File: src/rtl/fft_top_cmul_pipe.sv
// Pipelined signed complex multiplier (optionally by the conjugate twiddle) with
// round-half-up, arithmetic shift, saturation and a configurable output delay line.
module fft_top_cmul_pipe #(
  parameter int A_WIDTH   = 20,
  parameter int B_WIDTH   = 15,
  parameter int OUT_WIDTH = 20,
  parameter int SHIFT     = 14,
  parameter int LATENCY   = 4
) (
  input  logic                        clk,
  input  logic                        reset_n,
  input  logic                        ce,
  input  logic                        in_valid,
  input  logic                        conj,
  input  logic signed [A_WIDTH-1:0]   a_re,
  input  logic signed [A_WIDTH-1:0]   a_im,
  input  logic signed [B_WIDTH-1:0]   b_re,
  input  logic signed [B_WIDTH-1:0]   b_im,
  input  logic                        clr_sat,
  output logic                        out_valid,
  output logic signed [OUT_WIDTH-1:0] p_re,
  output logic signed [OUT_WIDTH-1:0] p_im,
  output logic                        sat,
  output logic                        sat_sticky
);

  localparam int PW   = A_WIDTH + B_WIDTH;
  localparam int M    = PW + 1;
  // Rounding/clamp width covers both the rounded product and the output range.
  localparam int CW   = ((M + 1 > OUT_WIDTH) ? M + 1 : OUT_WIDTH) + 1;
  localparam int NDLY = LATENCY - 4;

  localparam logic signed [CW-1:0] ONE  = CW'(1);
  localparam logic signed [CW-1:0] RND  = ONE <<< (SHIFT - 1);
  localparam logic signed [CW-1:0] MAXV = (ONE <<< (OUT_WIDTH - 1)) - ONE;
  localparam logic signed [CW-1:0] MINV = -(ONE <<< (OUT_WIDTH - 1));

  // S1: registered operands, index 0 = real, 1 = imaginary
  logic                      s1_valid_reg;
  logic                      s1_conj_reg;
  logic signed [A_WIDTH-1:0] s1_a_reg [2];
  logic signed [B_WIDTH-1:0] s1_b_reg [2];

  always_ff @(posedge clk) begin
    if (!reset_n)
      s1_valid_reg <= 1'b0;
    else if (ce)
      s1_valid_reg <= in_valid;
    if (ce) begin
      s1_conj_reg <= conj;
      s1_a_reg[0] <= a_re;
      s1_a_reg[1] <= a_im;
      s1_b_reg[0] <= b_re;
      s1_b_reg[1] <= b_im;
    end
  end

  // S2: partial products rr, ii, ir, ri
  logic signed [PW-1:0] a_ext [2];
  logic signed [PW-1:0] b_ext [2];

  generate
    for (genvar gi = 0; gi < 2; gi++) begin : g_ext
      assign a_ext[gi] = {{B_WIDTH{s1_a_reg[gi][A_WIDTH-1]}}, s1_a_reg[gi]};
      assign b_ext[gi] = {{A_WIDTH{s1_b_reg[gi][B_WIDTH-1]}}, s1_b_reg[gi]};
    end
  endgenerate

  logic                 s2_valid_reg;
  logic                 s2_conj_reg;
  logic signed [PW-1:0] s2_pp_reg [4];

  always_ff @(posedge clk) begin
    if (!reset_n)
      s2_valid_reg <= 1'b0;
    else if (ce)
      s2_valid_reg <= s1_valid_reg;
    if (ce) begin
      s2_conj_reg  <= s1_conj_reg;
      s2_pp_reg[0] <= a_ext[0] * b_ext[0];
      s2_pp_reg[1] <= a_ext[1] * b_ext[1];
      s2_pp_reg[2] <= a_ext[1] * b_ext[0];
      s2_pp_reg[3] <= a_ext[0] * b_ext[1];
    end
  end

  // S3: combine; conj flips the sign of the b_im terms
  logic signed [M-1:0] pp_ext [4];

  generate
    for (genvar gi = 0; gi < 4; gi++) begin : g_pp
      assign pp_ext[gi] = {s2_pp_reg[gi][PW-1], s2_pp_reg[gi]};
    end
  endgenerate

  logic                s3_valid_reg;
  logic signed [M-1:0] s3_sum_reg [2];

  always_ff @(posedge clk) begin
    if (!reset_n)
      s3_valid_reg <= 1'b0;
    else if (ce)
      s3_valid_reg <= s2_valid_reg;
    if (ce) begin
      if (s2_conj_reg) begin
        s3_sum_reg[0] <= pp_ext[0] + pp_ext[1];
        s3_sum_reg[1] <= pp_ext[2] - pp_ext[3];
      end else begin
        s3_sum_reg[0] <= pp_ext[0] - pp_ext[1];
        s3_sum_reg[1] <= pp_ext[2] + pp_ext[3];
      end
    end
  end

  // S4 combinational: round half up, shift, clamp
  logic signed [CW-1:0]        rnd_w  [2];
  logic signed [CW-1:0]        shf_w  [2];
  logic signed [OUT_WIDTH-1:0] clip_w [2];
  logic [1:0]                  hi_w;
  logic [1:0]                  lo_w;
  logic                        sat_w;

  generate
    for (genvar gi = 0; gi < 2; gi++) begin : g_rnd
      assign rnd_w[gi]  = {{(CW-M){s3_sum_reg[gi][M-1]}}, s3_sum_reg[gi]} + RND;
      assign shf_w[gi]  = rnd_w[gi] >>> SHIFT;
      assign hi_w[gi]   = (shf_w[gi] > MAXV);
      assign lo_w[gi]   = (shf_w[gi] < MINV);
      assign clip_w[gi] = hi_w[gi] ? MAXV[OUT_WIDTH-1:0] :
                          lo_w[gi] ? MINV[OUT_WIDTH-1:0] :
                                     shf_w[gi][OUT_WIDTH-1:0];
    end
  endgenerate

  assign sat_w = |hi_w | |lo_w;

  // S4 register is element 0; elements 1..NDLY are the trailing delay line
  logic                        dly_valid_reg [0:NDLY];
  logic                        dly_sat_reg   [0:NDLY];
  logic signed [OUT_WIDTH-1:0] dly_re_reg    [0:NDLY];
  logic signed [OUT_WIDTH-1:0] dly_im_reg    [0:NDLY];

  always_ff @(posedge clk) begin
    if (!reset_n) begin
      for (int i = 0; i <= NDLY; i++)
        dly_valid_reg[i] <= 1'b0;
    end else if (ce) begin
      dly_valid_reg[0] <= s3_valid_reg;
      for (int i = 1; i <= NDLY; i++)
        dly_valid_reg[i] <= dly_valid_reg[i-1];
    end
    if (ce) begin
      dly_sat_reg[0] <= sat_w;
      dly_re_reg[0]  <= clip_w[0];
      dly_im_reg[0]  <= clip_w[1];
      for (int i = 1; i <= NDLY; i++) begin
        dly_sat_reg[i] <= dly_sat_reg[i-1];
        dly_re_reg[i]  <= dly_re_reg[i-1];
        dly_im_reg[i]  <= dly_im_reg[i-1];
      end
    end
  end

  assign out_valid = dly_valid_reg[NDLY];
  assign p_re      = out_valid ? dly_re_reg[NDLY] : '0;
  assign p_im      = out_valid ? dly_im_reg[NDLY] : '0;
  assign sat       = out_valid & dly_sat_reg[NDLY];

  // A saturated result arriving in the same cycle as clr_sat keeps the flag set
  logic sat_sticky_reg;

  always_ff @(posedge clk) begin
    if (!reset_n)
      sat_sticky_reg <= 1'b0;
    else if (ce) begin
      if (sat)
        sat_sticky_reg <= 1'b1;
      else if (clr_sat)
        sat_sticky_reg <= 1'b0;
    end
  end

  assign sat_sticky = sat_sticky_reg;

endmodule

File: config.mk
export PLATFORM = sky130hd
export DESIGN_NAME = fft_top_cmul_pipe
export DESIGN_NICKNAME = d
export VERILOG_FILES = /design/src/rtl/fft_top_cmul_pipe.sv
export SDC_FILE = /design/constraint.sdc
export NUM_CORES = 2
export LEC_CHECK = 0
export ABC_AREA = 1
export BUFFER_PORTS_ARGS = -buffer_cell sky130_fd_sc_hd__buf_2
export CORE_ASPECT_RATIO = 1.4
export CORE_MARGIN = 3
export CORE_UTILIZATION = 50
export CTS_CLUSTER_DIAMETER = 30
export DETAILED_ROUTE_END_ITERATION = 10
export PLACE_DENSITY_LB_ADDON = 0.1
export SYNTH_ARGS = -nofsm -noshare
export SYNTH_HDL_FRONTEND = slang
export SYNTH_SLANG_ARGS = --single-unit
File: constraint.sdc
create_clock -name clk -period 10.2 [get_ports clk]
set_clock_uncertainty 0.15 [all_clocks]
set_input_delay 1.53 -clock clk [delete_from_list [all_inputs] [get_ports clk]]
set_output_delay 1.53 -clock clk [all_outputs]
set_load 0.03 [all_outputs]
==> flow_summary.ini <==
[outcome]
status = finished clean

[logic_synthesis]
synthXorXnorAreaFrac_pct = 3.04
netlist_top_cells_area = fa_1 36%, edfxtp_1 14%, inv_1 13%
synth-edff-count = 300
ys.flop_type = edfxtp_1
syn_area_um2 = 63900
synth_top_family_by_area = adder cells
synth_simple_gate_area_share_pct = 18.9
synth_compound_area_share_pct = 4.22
synth_top_cell_by_area = fa_1
ys_warn_count = 0
synth_common_cells = 2275 x inv_1, 2114 x nand2_1, 1148 x fa_1
yosysSeqAreaShare_pct = 14.2
synth_nets = 9823
synth_seq_cells = 304
synthDistinctLibCells = 47
synthMuxAreaShare_pct = 0
yosys.area.top_type_share_pct = 36.0
synthCells = 8159
synthArstFlopShare_pct = 0
synthMostInstantiatedCell = inv_1
syn_avg_cell_area_um2 = 7.83
synthAdderAreaFrac_pct = 44.6

[finish]
design_area_um2 = 68800
layout-drive-gt1-share_pct = 4.67
regArea_um2 = 9090
multi_input_area_um2 = 45200
area_delta_synth_final_pct = 7.69
largest_reg_flops = 140
num-fill-cells = 12285
finalNetCount = 9843

[clocking]
clk_latency_ns = 0.67
ctsResizeCount = 0
cts.clk_slew.worst_paths_ns = 0.05
cts.sinks = 304
clockBufferDepth = 3
htree_levels = 3
cts_tree = yes
holdBufCountCts = 0
post_cts_buffers = 0
cts_root_buffer = clkbuf_16
cts_made_buffers = 76

[placement]
dpl_cell_area_um2 = 66200
hpwl_um = 160000
finalWeightedCongestion = 0.952
io_buffers = 118

[grt]
grt_use_total_pct = 31.3
grt_pass1_wl_um = 314000
grt_max_degree = 175
grt_pass1_vias = 54578
overflow = 0
antenna_found_initial = 4

[timing]
slew_viol_final = 0
fin_tns_setup_ns = 0
setup_viol = 0
tightest_slew_ns = 1.17
hold_violations = 0
max_slew_margin_pct = 21.9
max_freq_ghz = 0.143
rsz0062_at_grt = no
timing.final.crit_share_pct = 68.5
fin_crit_ns = 6.99

[floorplan]
io_pins = 119
die_w_um = 308
dieArea_um2 = 132000
row_count = 154
core_um2 = 126000
die_height_um = 429
start_util_pct = 50.5

[critical_path]
arrival_ns = 7.21
end_kind = register
required_ns = 10.43
critPathLaunchType = register
path_max_fanout = 40
crit_type = register to register

[route]
drtIter0Drc = 3446
num_vias = 51368
vias_per_cell = 5.20
wl_per_cell_um = 20.3
wl_um = 201000
ant_nets = 0
remaining_drc_errors = 0
drtPass1Iterations = 6

[worst_hold_path]
hp-class = register to register

[flow_run]
max-cap-violations = 0
cell families after synthesis:
| group | after synthesis |
|---|---|
| and+or+nand+nor | 3028 |
| xor gates and xnor gates | 222 |
| AOI/OAI and AO/OA | 476 |
| adders and majority gates | 1588 |
| DFF | 304 |
| buffers and inverters | 2541 |
worst paths after layout:
kind | startpoint | end | slack [ns] | cells past startpoint
max | s1_b_reg[0][16] | s2_pp_reg[1][34] | 3.21 | 21
min | s1_conj_reg | s2_conj_reg | 0.29 | 0
max reg2reg | s1_b_reg[0][16] | s2_pp_reg[1][34] | 3.21 | 21
min reg2reg | s1_conj_reg | s2_conj_reg | 0.29 | 0
layout by cell type, fill, tap and decap left out, types with 13 or more instances in the layout:
| cell type | n |
|---|---|
| a31oi_1 | 16 |
| a21oi_1 | 211 |
| nor2_1 | 505 |
| inv_1 | 2275 |
| or2_2 | 24 |
| buf_2 | 117 |
| fa_1 | 1148 |
| o21bai_1 | 45 |
| nand4_1 | 52 |
| a21o_1 | 31 |
| ha_1 | 440 |
| nor3_1 | 57 |
| clkbuf_16 | 77 |
| edfxtp_1 | 300 |
| a21boi_0 | 15 |
| inv_6 | 13 |
| buf_4 | 85 |
| xor2_1 | 170 |
| nand2_1 | 2114 |
| xnor2_1 | 52 |
| o21ai_0 | 130 |
| nand3_1 | 230 |
worst max-delay path: stages, from the launching register on:
cell	delay, ns
edfxtp_1	0.32
buf_4	0.49
nand2_1	0.20
inv_1	0.11
fa_1	0.59
fa_1	0.99
fa_1	0.55
fa_1	0.51
fa_1	0.51
inv_1	0.05
fa_1	0.47
inv_1	0.04
ha_1	0.47
nand2_1	0.16
nor2_1	0.12
inv_1	0.08
o21ai_0	0.35
nand2_1	0.10
nand3_1	0.18
inv_1	0.06
nand2_1	0.06
nand2_1	0.12
metrics by stage:
stage | setup slack, ns | hold slack (ns) | cells | util (%)
2_1_floorplan | 4.41 | 0.250 | 8159 | -
3_3_place_gp | 3.25 | 0.264 | 9739 | 52.3
3_5_place_dp | 3.15 | 0.260 | 9739 | 52.3
4_1_cts | 3.16 | 0.283 | 9880 | 54.4
5_1_grt | 2.84 | 0.305 | 9882 | 54.4
6_report | 3.21 | 0.288 | 9882 | 54.4
layout make-up:
type                       instances  area share, %
timing repair buffer             204           1.83
multi-input combinational       5314           65.7
inverter                        2279           12.4
clock buffer                      82           2.84
tap                             1638           2.98
antenna                            2        0.00728
clock inverter                    59          0.959
sequential                       304           13.2
layer usage:
layer | vias up | part of all wire, % | wire length [um] | GRT usage (%)
met5 | - | 0 | 0 | 0
met4 | 0 | 6.0 | 12000 | 16.2
met3 | 427 | 6.2 | 12500 | 4.07
met2 | 1739 | 49 | 97800 | 53.1
met1 | 25358 | 39 | 78500 | 39.1
li1 | 23844 | - | - | -
Power is not shown: default switching activity piles up to over one toggle a cycle in this logic, so the estimate is an artifact.
